File: config.mk
export PLATFORM = sky130hd
export DESIGN_NAME = ex_mem_stage_buffer
export DESIGN_NICKNAME = d
export VERILOG_FILES = /design/src/rtl/ex_mem_stage_buffer.sv
export SDC_FILE = /design/constraint.sdc
export NUM_CORES = 1
export LEC_CHECK = 0
export CORE_ASPECT_RATIO = 0.6
export CORE_MARGIN = 2
export CORE_UTILIZATION = 49
export CTS_CLUSTER_DIAMETER = 120
export DETAILED_ROUTE_END_ITERATION = 6
export PLACE_DENSITY = 0.81
export SYNTH_ARGS = -nofsm -noshare
export SYNTH_HDL_FRONTEND = slang
export SYNTH_SLANG_ARGS = --single-unit
File: constraint.sdc
create_clock -name clk -period 6.86 [get_ports clk]
set_clock_uncertainty 0.2 [all_clocks]
set_input_delay 1.372 -clock clk [delete_from_list [all_inputs] [get_ports clk]]
set_output_delay 1.372 -clock clk [all_outputs]
set_load 0.01 [all_outputs]
File: src/rtl/ex_mem_stage_buffer.sv
// ex_mem_stage_buffer
//   Two-entry elastic buffer between the execution and memory stages.
//   Captures each accepted execution result {control, alu, mem, ovf, zero,
//   comp} and presents the oldest one to the memory stage with a valid/ready
//   handshake. Exposes the youngest buffered ALU result for forwarding and
//   supports a synchronous flush.
//
// Ports
//   clk, rst            rising-edge clock, asynchronous active-high reset
//   in_valid/in_ready   producer handshake; in_* result fields
//   out_valid/out_ready consumer handshake; out_* head-entry fields
//   flush               synchronous discard of all buffered entries
//   occupancy           number of buffered entries (0..2), registered
//   fwd_valid           at least one entry buffered
//   fwd_alu_data        ALU data of the most recently written entry
//   trap_pending        latched overflow trap
//
// Configuration
//   EX_MEM_OVF_TRAP_EN  when defined, pushing an overflowing result latches
//                       trap_pending, which blocks further pushes until
//                       flush or rst. When undefined trap_pending is 0.

module ex_mem_stage_buffer #(
  parameter int unsigned CTRL_W = 16,
  parameter int unsigned DATA_W = 32
) (
  input  logic              clk,
  input  logic              rst,
  input  logic              in_valid,
  output logic              in_ready,
  input  logic [CTRL_W-1:0] in_control,
  input  logic [DATA_W-1:0] in_alu_data,
  input  logic [DATA_W-1:0] in_memory_data,
  input  logic              in_overflow_flag,
  input  logic              in_zero_flag,
  input  logic              in_compflg,
  output logic              out_valid,
  input  logic              out_ready,
  output logic [CTRL_W-1:0] out_control,
  output logic [DATA_W-1:0] out_alu_data,
  output logic [DATA_W-1:0] out_memory_data,
  output logic              out_overflow_flag,
  output logic              out_zero_flag,
  output logic              out_compflg,
  input  logic              flush,
  output logic [1:0]        occupancy,
  output logic              fwd_valid,
  output logic [DATA_W-1:0] fwd_alu_data,
  output logic              trap_pending
);

  logic [CTRL_W-1:0] ctrl_q [2];
  logic [DATA_W-1:0] alu_q  [2];
  logic [DATA_W-1:0] mem_q  [2];
  logic [1:0]        ovf_q;
  logic [1:0]        zero_q;
  logic [1:0]        comp_q;

  logic       wr_ptr_q, wr_ptr_d;
  logic       rd_ptr_q, rd_ptr_d;
  logic [1:0] count_q, count_d;
  logic       push, pop;

  assign in_ready  = (count_q != 2'd2) && !trap_pending;
  assign out_valid = (count_q != 2'd0);
  assign push      = in_valid && in_ready;
  assign pop       = out_valid && out_ready;

  always_comb begin
    wr_ptr_d = wr_ptr_q;
    rd_ptr_d = rd_ptr_q;
    count_d  = count_q;
    if (flush) begin
      wr_ptr_d = 1'b0;
      rd_ptr_d = 1'b0;
      count_d  = 2'd0;
    end else begin
      if (push) wr_ptr_d = ~wr_ptr_q;
      if (pop)  rd_ptr_d = ~rd_ptr_q;
      case ({push, pop})
        2'b10:   count_d = count_q + 2'd1;
        2'b01:   count_d = count_q - 2'd1;
        default: count_d = count_q;
      endcase
    end
  end

  always_ff @(posedge clk or posedge rst) begin
    if (rst) begin
      wr_ptr_q <= 1'b0;
      rd_ptr_q <= 1'b0;
      count_q  <= 2'd0;
      for (int unsigned i = 0; i < 2; i++) begin
        ctrl_q[i] <= '0;
        alu_q[i]  <= '0;
        mem_q[i]  <= '0;
      end
      ovf_q  <= '0;
      zero_q <= '0;
      comp_q <= '0;
    end else begin
      wr_ptr_q <= wr_ptr_d;
      rd_ptr_q <= rd_ptr_d;
      count_q  <= count_d;
      if (push && !flush) begin
        ctrl_q[wr_ptr_q] <= in_control;
        alu_q[wr_ptr_q]  <= in_alu_data;
        mem_q[wr_ptr_q]  <= in_memory_data;
        ovf_q[wr_ptr_q]  <= in_overflow_flag;
        zero_q[wr_ptr_q] <= in_zero_flag;
        comp_q[wr_ptr_q] <= in_compflg;
      end
    end
  end

  assign out_control       = ctrl_q[rd_ptr_q];
  assign out_alu_data      = alu_q[rd_ptr_q];
  assign out_memory_data   = mem_q[rd_ptr_q];
  assign out_overflow_flag = ovf_q[rd_ptr_q];
  assign out_zero_flag     = zero_q[rd_ptr_q];
  assign out_compflg       = comp_q[rd_ptr_q];

  assign occupancy    = count_q;
  assign fwd_valid    = out_valid;
  // Youngest entry sits one slot behind the write pointer; with 2 entries
  // that is simply the other slot.
  assign fwd_alu_data = alu_q[~wr_ptr_q];

`ifdef EX_MEM_OVF_TRAP_EN
  logic trap_q, trap_d;

  always_comb begin
    trap_d = trap_q;
    if (flush)
      trap_d = 1'b0;
    else if (push && in_overflow_flag)
      trap_d = 1'b1;
  end

  always_ff @(posedge clk or posedge rst) begin
    if (rst) trap_q <= 1'b0;
    else     trap_q <= trap_d;
  end

  assign trap_pending = trap_q;
`else
  assign trap_pending = 1'b0;
`endif

endmodule

# After elaboration in Yosys (flattened, before gate mapping)
# Index checks and enable logic that the tools add are counted.
word_totals:
  regBits: 170
  output_inout_bits: 121
  elab_cells: 75
op_classes:
  add_sub_neg: 2
  n_lt_le_gt_ge: 7
  n_eq_ne: 3
  n_mux: 36
  bitwise: 5
  reduce_logical: 10
op_table:
  columns: ["op", "n"]
  rows:
  - ["two-way mux 32 bit", 10]
  - ["bitwise mux 64 bit", 2]
  - ["two-way mux 16 bit", 4]
  - ["bitwise mux 32 bit", 1]
  - ["demux 32 bit (select 1 bit)", 1]
  - ["demux 16 bit (select 1 bit)", 1]
  - ["two-way mux 1 bit", 11]
  - ["bitwise mux 2 bit", 3]
  - [">= comparator 2 bit, second input constant", 3]
  - ["NOT 1 -> 2 bit", 3]
  - ["nonzero test 2 bit", 3]
  - ["logical AND 1 bit", 5]
  - ["< comparator 1 x 2 -> 1 bit, second input constant", 2]
  - ["case mux 2 bit (2 select lines)", 1]
  - ["nonzero test 3 bit", 1]
  - ["adder 2 x 1 -> 2 bit, second input constant", 1]
  - ["equality test 2 x 1 -> 1 bit, second input constant", 1]
  - ["equality test 2 bit, second input constant", 1]
  - ["< comparator 2 x 1 -> 1 bit, second input constant", 1]
  - ["two-way mux 2 bit", 1]
  - ["!= test 2 bit, second input constant", 1]
  - ["NOT 1 bit", 2]
  - ["subtractor 2 x 1 -> 2 bit, second input constant", 1]
  - ["demux 1 bit (select 1 bit)", 1]
  - ["2 further kinds", 2]

# Logic depth before layout (Yosys ltp)
# Gate-level depths: netlist of run 1.
depth:
  depth_word: 6
  mapped_depth: 6

# Worst setup path before layout of run 1
# OpenSTA, ideal clock, no wires.
synth_path:
  path_type: "reg-to-output"
  startpoint: "reg rd_ptr_q"
  endpoint: "out out_alu_data[0]"
  arrival_time_ns: 1.237
  t_required_ns: 5.288
  setup_slack_ns: 4.051
  stages_incl_launch_ff: 4
  cell_sequence: "dfrtp_1 clkbuf_1 buf_2 mux2_2"
synth_via:
  elab_chain_len: 4
synth_rtl:
  columns: ["item", "line_no", "text"]
  rows:
  - ["from (decl)", "60", "logic rd_ptr_q, rd_ptr_d;"]
  - ["from (signal assigned)", "103", "rd_ptr_q <= rd_ptr_d;"]
  - ["NOT 1 -> 2 bit (implied by the code)", "117", "assign out_alu_data = alu_q[rd_ptr_q];"]
  - ["two-way mux 32 bit (implied by the code) (3 in series)", "117", null]
  - ["to (decl)", "40", "output logic [DATA_W-1:0] out_alu_data,"]
# Every way passes these cells. The select of a mux whose other input is x is not followed.

# Final worst setup path of run 1
layout_path:
  startpoint: "reg rd_ptr_q"
  endpoint: "out out_control[15]"
layout_via:
  elab_chain_len: 4
layout_rtl:
  columns: ["item", "line_no", "text"]
  rows:
  - ["NOT 1 -> 2 bit (implied by the code)", "116", "assign out_control = ctrl_q[rd_ptr_q];"]
  - ["two-way mux 16 bit (implied by the code) (3 in series)", "116", null]
  - ["to (decl)", "39", "output logic [CTRL_W-1:0] out_control,"]
# Every way passes these cells. The select of a mux whose other input is x is not followed.

==> results.txt, run 1 <==
largest net degree at the start of global routing = 85
Synth area leaders = dfrtp_1, mux2_2, mux2_1
crit-path cells = mux2_2 > clkdlybuf4s50_1
I/O Buffers = 207
syn_nets = 595
Worst setup SP type = flip-flop
synth unique cells = 25
Fmax = 0.2376 GHz
IO Count = 209
core footprint = 15500 um^2
Final period util = 0.6134
switching share of power = 0.2706
Seq cells post-synth = 170
Total Power = 3.446 mW
post-synth top area share = 0.5437
footprint of the multi-input gates = 3313 um^2
initial core utilization = 0.5048
Leak = 4.343 nW
Post-Syn Area = 7825 um^2
# fillers = 1072
Worst Path Required = 5290 ps
Finished Core Util = 0.6823
Critical Path End Type = primary output
worst vdd ir = 0.0001841 V
1st-iter DRT viols = 282
Comb power frac = 0.301
Synth Instances = 507
Slew headroom = 0.1904
GRT Total Usage = 0.2176
Reg area = 4258 um^2
Int Power = 2.513 mW
Layout area overhead = 35.18%
Initial DRT Pass Iterations = 6
max cap viols = 0
fin crit period = 4208 ps
DR vias = 4887
reg2reg setup slack = 4050 ps
status = finished, violations left
Syn Area/Cell = 15.43 um^2
die height = 101.9 um
unrepaired setup endpoints after global routing = false
Yosys top cell by area = dfrtp_1
layout cells sized above 1 = 0.3426
NetSw = 0.9325 mW
row cnt = 35
Arr. time, crit path = 2640 ps
Synthesis Warnings = 0
Hold WS = 283.3 ps
CTS tree = done
GPL Wtd Cong = 0.7851
Vias/cell = 5.300
DRC Markers = 30
post-route setup slack = 2652 ps
post-cts resize count = 0
Clk pwr share = 0.290
DP HPWL = 11940 um
DP Area = 9958 um^2
clk_lat worst skew = 410 ps
die width = 167.1 um
post-CTS setup buffers = 0
Slowest cell on crit path = dfrtp_4
Seq pwr share = 0.409
Final Hold Vio Count = 0
Placed Cells incl. Taps = 890
kind of critical path = flip-flop to primary output
antenna violations before repair = 2
clock root cell = clkbuf_16
full die area = 17030 um^2
TritonCTS Buffers = 17
Post-Layout Cell Count = 922
Sum Neg Setup Slack = 0 ps
critical path peak fanout = 84
Worst-path clk slew = 70 ps
Clock Sinks = 170
proportion of synthesized chip area in sequential cells = 0.5437
critical path's largest stage delay = 1240 ps
GRT overflow = 0
H-tree levels = 4
PwrDens = 325.8 nW/um^2
CTS Buffer Depth = 2
worst-margin pin slew = 1214 ps
Hold Path Class = flip-flop to flip-flop
vias in the first global route = 5451
fin. max-slew vios = 0
violated checks = design-rule violations
final instance area = 10580 um^2
aggregate routed wire length = 18080 um
Layout Nets = 794
first-pass GRT wire length = 28660 um
final setup fails = 0
worst slack at placement = 2735 ps
WL/cell = 19.61 um
Post-CTS Hold Fix Bufs = 0
DRT antenna net count = 0
## worst max-delay path, delay by kind of cell (launching register included)
family / cells / cell delay, ps
buffers and inverters: 1 / 520
muxes: 1 / 430
DFF: 1 / 1240
## state kept, by name, summed over array words and instances (netlist names)
register   cells
occupancy      2
zero_q         2
rd_ptr_q       1
wr_ptr_q       1
mem_q         64
alu_q         64
ovf_q          2
ctrl_q        32
comp_q         2
## area by class of cell
| cell class | count | share of cell area |
|---|---|---|
| diodes | 1 | 0.0002366 |
| well taps | 203 | 0.02401 |
| repair buffers | 213 | 0.2001 |
| clock buffers | 19 | 0.04282 |
| clock inverters | 12 | 0.01550 |
| multi-input cells | 301 | 0.3132 |
| flip-flops and latches | 170 | 0.4025 |
| inverters | 3 | 0.001538 |
## synthesized netlist by cell type
library cell and number:
xor2_1 1, clkbuf_1 3, nor3b_1 1, a21o_1 1, inv_2 2, or2_2 2, nor4_2 1, o211ai_1 1
buf_6 14, a21oi_1 4, mux2i_1 1, nor2_1 1, nand3b_1 1, nand4b_1 1, buf_1 3, mux2_1 80
mux2_2 201, inv_1 1, buf_4 4, or3_1 1, conb_1 1, buf_2 9, o21ai_0 2, nor2b_4 1
dfrtp_1 170
## cell families after synthesis
| logic type | count (synthesis) | share of synthesized area |
|---|---|---|
| other | 1 | 0.0004792 |
| AND/OR/NAND/NOR | 9 | 0.009274 |
| multiplexers | 282 | 0.4057 |
| buffers and inverters | 36 | 0.03406 |
| flip-flops | 170 | 0.5437 |
| XOR/XNOR | 1 | 0.001119 |
| AO/OA/AOI/OAI | 8 | 0.005757 |
## placed cells by master (no fill, tap or decap), drive strengths merged, types with 2 or more instances in the layout
cell type and count:
mux2 281, clkdlybuf4s50 207, dfrtp 170, clkbuf 19
inv 7, buf 6, a21oi 4, clkinvlp 4
bufinv 3, or2 2, o21ai 2
## power groups by stage
stage / logic (mW) / registers, mW / clock network, mW
after floorplan: 0.574 / 1.35 / 0
after CTS: 1.05 / 1.41 / 1.02
after detailed placement: 1.04 / 1.43 / 0
after global routing: 1.11 / 1.44 / 1.06
final: 1.04 / 1.41 / 1.00
after global placement: 1.02 / 1.39 / 0
## layer usage
| metal | GRT usage | wire, um |
|---|---|---|
| met3 | 0.08598 | 1678 |
| met4 | 0.05217 | 129 |
| met1 | 0.2747 | 7958 |
| met2 | 0.3594 | 8313 |
| met5 | 0 | 0 |
## final timing paths
check | to | cells past startpoint | from
max | out_control[15] | 2 | rd_ptr_q$_DFFE_PP0P_
min | mem_q[41]$_DFFE_PP0P_ | 1 | mem_q[41]$_DFFE_PP0P_
max reg2reg | ovf_q[0]$_DFFE_PP0P_ | 4 | wr_ptr_q$_DFFE_PP0P_
min reg2reg | mem_q[41]$_DFFE_PP0P_ | 1 | mem_q[41]$_DFFE_PP0P_
max in group asynchronous | rd_ptr_q$_DFFE_PP0P_ | 3 | rst
min in group asynchronous | alu_q[6]$_DFFE_PP0P_ | 2 | rst
Power figures use the tool's default switching activity.
==> run 2, diff against run 1 <==
==> constraint.sdc (replaced) <==
create_clock -name clk -period 4.03 [get_ports clk]
set_clock_uncertainty 0.2 [all_clocks]
set_input_delay 0.806 -clock clk [delete_from_list [all_inputs] [get_ports clk]]
set_output_delay 0.806 -clock clk [all_outputs]
set_load 0.01 [all_outputs]
==> run 2 against run 1 <==
- sequential share of layout area shrank 0.11 points
- via count is 0.90% higher
- global-route usage decreased by 0.30 points
- hold slack worse by 2.4 ps
- critical path type unchanged
- critical path depth is 1 higher
- setup slack worse by 2100 ps
- largest power group unchanged
- flip-flop and latch count did not move
- the run still ends with design-rule violations left
- combinational power grew 72%
==> results.txt, run 2 (synthesis results as in run 1) <==
Worst Path Required = 3020 ps (was 5290 ps)
DR vias = 4931 (was 4887)
Post-Layout Cell Count = 926 (was 922)
fin crit period = 3428 ps
worst reg2reg path startpoint = wr_ptr_q$_DFFE_PP0P_ (unchanged)
IO Count = 209 (unchanged)
I/O Buffers = 207 (unchanged)
critical path peak fanout = 38 (was 84)
post-CTS setup buffers = 0 (unchanged)
DRC Markers = 15 (was 30)
Hold WS = 280.9 ps (was 283.3 ps)
FF-to-FF path depth = 4 (unchanged)
Slowest cell on crit path = dfrtp_4 (unchanged)
worst-margin pin slew = 590.0 ps (was 1214 ps)
die height = 101.9 um (unchanged)
TritonCTS Buffers = 17 (unchanged)
Layout Nets = 798 (was 794)
Total Power = 5.760 mW (was 3.446 mW)
layout cells sized above 1 = 0.3458 (was 0.3426)
aggregate routed wire length = 17550 um (was 18080 um)
Vias/cell = 5.325 (was 5.300)
fin. max-slew vios = 0 (unchanged)
first-pass GRT wire length = 28480 um (was 28660 um)
violated checks = design-rule violations (unchanged)
row cnt = 35 (unchanged)
H-tree levels = 4 (unchanged)
Leak = 4.362 nW (was 4.343 nW)
Ant. Diodes = 0 (was 1)
antenna violations before repair = 2 (unchanged)
Worst Hold Path Cells = 1 (unchanged)
Fmax = 0.2917 GHz
CTS tree = done (unchanged)
Sum Neg Setup Slack = 0 ps (unchanged)
biggest regs = alu_q: 64 flops, mem_q: 64 flops, ctrl_q: 32 flops (unchanged)
full die area = 17030 um^2 (unchanged)
final setup fails = 0 (unchanged)
core footprint = 15500 um^2 (unchanged)
GRT overflow = 0 (unchanged)
worst slack at placement = 964.1 ps (was 2735 ps)
status = finished, violations left (unchanged)
post-route setup slack = 602.0 ps (was 2652 ps)
reg2reg setup slack = 1740 ps (was 4050 ps)
clock root cell = clkbuf_16 (unchanged)
hold path endpoint = mem_q[49]$_DFFE_PP0P_ (was mem_q[41]$_DFFE_PP0P_)
PwrDens = 543.0 nW/um^2 (was 325.8 nW/um^2)
vias in the first global route = 5468 (was 5451)
Final Hold Vio Count = 0 (unchanged)
hold path start = mem_q[49]$_DFFE_PP0P_ (was mem_q[41]$_DFFE_PP0P_)
worst vdd ir = 0.0002475 V (was 0.0001841 V)
Post-CTS Hold Fix Bufs = 0 (unchanged)
DP Area = 10020 um^2 (was 9958 um^2)
Critical Path End Type = primary output (unchanged)
Layout area overhead = 35.54% (was 35.18%)
Arr. time, crit path = 2420 ps (was 2640 ps)
DRT antenna net count = 0 (unchanged)
initial core utilization = 0.5048 (unchanged)
unrepaired setup endpoints after global routing = false (unchanged)
Final period util = 0.8506
critical path's largest stage delay = 780 ps (was 1240 ps)
Clock Sinks = 170 (unchanged)
Hold Path Class = flip-flop to flip-flop (unchanged)
GRT Total Usage = 0.2146 (was 0.2176)
Slew headroom = 0.6066 (was 0.1904)
GPL Wtd Cong = 0.7962 (was 0.7851)
commonest non-fill, non-tap cell in the layout = clkdlybuf4s50_1 (unchanged)
reg2reg end = comp_q[0]$_DFFE_PP0P_ (was ovf_q[0]$_DFFE_PP0P_)
CTS Buffer Depth = 2 (unchanged)
Worst setup SP type = flip-flop (unchanged)
Placed Cells incl. Taps = 894 (was 890)
crit-path cells = buf_12 > mux2_2 > clkdlybuf4s50_1 (was mux2_2 > clkdlybuf4s50_1)
Worst-path clk slew = 70 ps (about the same)
die width = 167.1 um (unchanged)
max cap viols = 0 (unchanged)
DP HPWL = 12050 um (was 11940 um)
kind of critical path = flip-flop to primary output (unchanged)
Finished Core Util = 0.6842 (was 0.6823)
post-cts resize count = 0 (unchanged)
Initial DRT Pass Iterations = 6 (unchanged)
1st-iter DRT viols = 316 (was 282)
largest net degree at the start of global routing = 81 (was 85)
most frequent cells in the layout = clkdlybuf4s50_1, mux2_2, dfrtp_1 (unchanged)
final instance area = 10610 um^2 (was 10580 um^2)
clk_lat worst skew = 410 ps (about the same)
WL/cell = 18.96 um (was 19.61 um)
==> run 2: cell type report <==
| type | count | area, um^2 |
|---|---|---|
| Fill cell | 1069 | 4896 |
| Sequential cell | 170 | 4258 |
| Multi-Input combinational cell | 301 | 3313 |
| Timing Repair Buffer | 217 | 2185 |
| Clock buffer | 18 | 429.2 |
| Tap cell | 203 | 254.0 |
| Clock inverter | 14 | 152.6 |
| Inverter | 3 | 15.01 |
==> run 2: power by group <==
group | total, mW | switching (mW) | internal, mW
clock | 1.60 | 0.719 | 0.879
sequential | 2.37 | 0.247 | 2.13
combinational | 1.79 | 0.644 | 1.14
==> run 2: worst max path at each step <==
| stage | start | to | slack, ps | cells after the start |
|---|---|---|---|---|
| 4_1_cts | rd_ptr_q$_DFFE_PP0P_ | out_alu_data[29] | 590 | 3 |
| 6_report | rd_ptr_q$_DFFE_PP0P_ | out_alu_data[31] | 600 | 3 |
| 2_1_floorplan | rst | alu_q[0]$_DFFE_PP0P_ | 860 | 1 |
| 3_5_place_dp | in_valid | ctrl_q[30]$_DFFE_PP0P_ | 960 | 5 |
| 5_1_grt | rd_ptr_q$_DFFE_PP0P_ | out_memory_data[0] | 510 | 3 |
| 3_3_place_gp | in_valid | ovf_q[0]$_DFFE_PP0P_ | 1020 | 5 |
==> run 2: critical path: cells and delay by family, from the launching register on <==
kind	cells	cell delay [ps]
mux	1	360
buf+inv	2	830
flops	1	780
==> run 2: metal layers <==
layer | vias up | GRT usage | part of all wire
met5 | - | 0 | 0.00074
met4 | 2 | 0.05819 | 0.011
met3 | 20 | 0.08327 | 0.085
met2 | 153 | 0.3508 | 0.46
met1 | 2520 | 0.2719 | 0.44
li1 | 2236 | - | -
==> run 3, diff against run 2 <==
--- a/config.mk
+++ b/config.mk
@@ -11,6 +11,7 @@
 export CTS_CLUSTER_DIAMETER = 120
 export DETAILED_ROUTE_END_ITERATION = 6
 export PLACE_DENSITY = 0.81
+export REMOVE_ABC_BUFFERS = 1
 export SYNTH_ARGS = -nofsm -noshare
 export SYNTH_HDL_FRONTEND = slang
 export SYNTH_SLANG_ARGS = --single-unit
==> constraint.sdc (replaced) <==
create_clock -name clk -period 4.03 [get_ports clk]
set_clock_uncertainty 0.2 [all_clocks]
set_input_delay 0.403 -clock clk [delete_from_list [all_inputs] [get_ports clk]]
set_output_delay 0.403 -clock clk [all_outputs]
set_load 0.01 [all_outputs]
==> run 3 against run 2 <==
- the flow still finishes with violations (design-rule violations)
- largest power group unchanged
- via count fell by 1.5%
- global-route usage rose by 0.68 points
- setup slack improved by 260 ps
==> results.txt, run 3 (synthesis results as in run 1) <==
row cnt = 35 (unchanged)
Int Power = 4.338 mW (was 4.149 mW)
Fmax = 0.3160 GHz (was 0.2917 GHz)
Ant. Diodes = 0 (unchanged)
Hold WS = 287.3 ps (was 280.9 ps)
H-tree levels = 4 (unchanged)
Critical Path End Type = primary output (unchanged)
fin. max-slew vios = 0 (unchanged)
DP Area = 9990 um^2 (was 10020 um^2)
DRT antenna net count = 0 (unchanged)
full die area = 17030 um^2 (unchanged)
post-CTS setup buffers = 0 (unchanged)
antenna violations before repair = 0 (was 2)
final instance area = 10640 um^2 (was 10610 um^2)
Placed Cells incl. Taps = 894 (unchanged)
Layout Nets = 798 (unchanged)
max cap viols = 0 (unchanged)
Post-Layout Cell Count = 926 (unchanged)
Vias/cell = 5.247 (was 5.325)
DP HPWL = 12230 um (was 12050 um)
Comb power frac = 0.298 (was 0.311)
# fillers = 1073 (was 1069)
kind of critical path = flip-flop to primary output (unchanged)
Final Hold Vio Count = 0 (unchanged)
Worst Path Required = 3430 ps (was 3020 ps)
aggregate routed wire length = 18160 um (was 17550 um)
CTS tree = done (unchanged)
initial core utilization = 0.5048 (unchanged)
final setup fails = 0 (unchanged)
most frequent cells in the layout = clkdlybuf4s50_1, mux2_2, dfrtp_1 (unchanged)
WL/cell = 19.61 um (was 18.96 um)
layout cells sized above 1 = 0.3485 (was 0.3458)
Clk pwr share = 0.299 (was 0.277)
vias in the first global route = 5423 (was 5468)
Hold Path Class = input pin to async pin (was flip-flop to flip-flop)
GPL Wtd Cong = 0.8168 (was 0.7962)
Seq pwr share = 0.403 (was 0.412)
die width = 167.1 um (unchanged)
core footprint = 15500 um^2 (unchanged)
Finished Core Util = 0.6860 (was 0.6842)
post-cts resize count = 0 (unchanged)
Slew headroom = 0.3468 (was 0.6066)
1st-iter DRT viols = 272 (was 316)
Arr. time, crit path = 2560 ps (was 2420 ps)
Slowest cell on crit path = dfrtp_4 (unchanged)
largest net degree at the start of global routing = 79 (was 81)
CTS Buffer Depth = 2 (unchanged)
Clock Sinks = 170 (unchanged)
Layout area overhead = 35.91% (was 35.54%)
switching share of power = 0.2710 (was 0.2796)
Initial DRT Pass Iterations = 6 (unchanged)
status = finished, violations left (unchanged)
critical path peak fanout = 40 (was 38)
commonest non-fill, non-tap cell in the layout = clkdlybuf4s50_1 (unchanged)
crit-path cells = buf_4 > mux2_2 > clkdlybuf4s50_1 (was buf_12 > mux2_2 > clkdlybuf4s50_1)
violated checks = design-rule violations (unchanged)
biggest regs = alu_q: 64 flops, mem_q: 64 flops, ctrl_q: 32 flops (unchanged)
NetSw = 1.612 mW (was 1.611 mW)
Final period util = 0.7853 (was 0.8506)
Leak = 4.391 nW (was 4.362 nW)
TritonCTS Buffers = 17 (unchanged)
clk_lat worst skew = 410 ps (about the same)
Sum Neg Setup Slack = 0 ps (unchanged)
GRT Total Usage = 0.2214 (was 0.2146)
worst vdd ir = 0.0002673 V (was 0.0002475 V)
PwrDens = 559.4 nW/um^2 (was 543.0 nW/um^2)
IO Count = 209 (unchanged)
Worst setup SP type = flip-flop (unchanged)
Post-CTS Hold Fix Bufs = 0 (unchanged)
die height = 101.9 um (unchanged)
fin crit period = 3165 ps (was 3428 ps)
first-pass GRT wire length = 29220 um (was 28480 um)
GRT overflow = 0 (unchanged)
DRC Markers = 16 (was 15)
DR vias = 4859 (was 4931)
unrepaired setup endpoints after global routing = false (unchanged)
clock root cell = clkbuf_16 (unchanged)
worst-margin pin slew = 979.8 ps (was 590.0 ps)
I/O Buffers = 207 (unchanged)
critical path's largest stage delay = 800 ps (was 780 ps)
Worst-path clk slew = 70 ps (about the same)
run 3: changes by cell type in the layout (fill, tap and decap cells not counted), sizes merged:
cell / delta
bufinv: +3
clkinv: +1
clkinvlp: -3
inv: -1
run 3: metal layers:
layer / up-vias / track usage / wire length, um
met4: 0 / 0.04281 / 75
met5: - / 0 / 0
met2: 146 / 0.3600 / 8344
met3: 6 / 0.07591 / 1407
li1: 2234 / - / -
met1: 2473 / 0.2955 / 8329
run 3: final cells by class:
class | instances | area (um^2) | area share
tap | 203 | 254.0 | 0.02388
clock buffer | 18 | 439.2 | 0.04129
sequential | 170 | 4259 | 0.4005
multi-input combinational | 301 | 3313 | 0.3115
timing repair buffer | 217 | 2147 | 0.2019
clock inverter | 14 | 206.4 | 0.01941
inverter | 3 | 16.27 | 0.001529
run 3: worst paths after layout:
path	startpoint	endpoint	cells past startpoint	slack, ps
max	rd_ptr_q$_DFFE_PP0P_	out_memory_data[8]	3	870
min	rst	ctrl_q[2]$_DFFE_PP0P_	2	290
max reg2reg	wr_ptr_q$_DFFE_PP0P_	ctrl_q[25]$_DFFE_PP0P_	3	1530
min reg2reg	mem_q[48]$_DFFE_PP0P_	mem_q[48]$_DFFE_PP0P_	1	290
max in group asynchronous	rst	mem_q[7]$_DFFE_PP0P_	3	2290
min in group clk	mem_q[48]$_DFFE_PP0P_	mem_q[48]$_DFFE_PP0P_	1	290
run 3: power by group through the flow:
stage / combinational (mW) / sequential, mW / clock, mW
after global placement: 1.72 / 2.39 / 0
after global routing: 1.89 / 2.46 / 1.90
after detailed placement: 1.77 / 2.42 / 0
final: 1.77 / 2.40 / 1.78
after CTS: 1.79 / 2.40 / 1.81
after floorplan: 0.941 / 2.33 / 0
run 3: critical path, delay by kind of cell, from the launching register on:
kind                   cells  cell delay [ps]
buffers and inverters      2              920
flip-flops                 1              800
multiplexers               1              380
run 3: per-stage QoR:
stage                     power, mW  setup slack [ps]
final                         5.950             865.3
after global routing          6.248             757.5
after CTS                     6.000             827.3
after detailed placement      4.194              1294
after global placement        4.114              1321
after floorplan               3.271             -2557
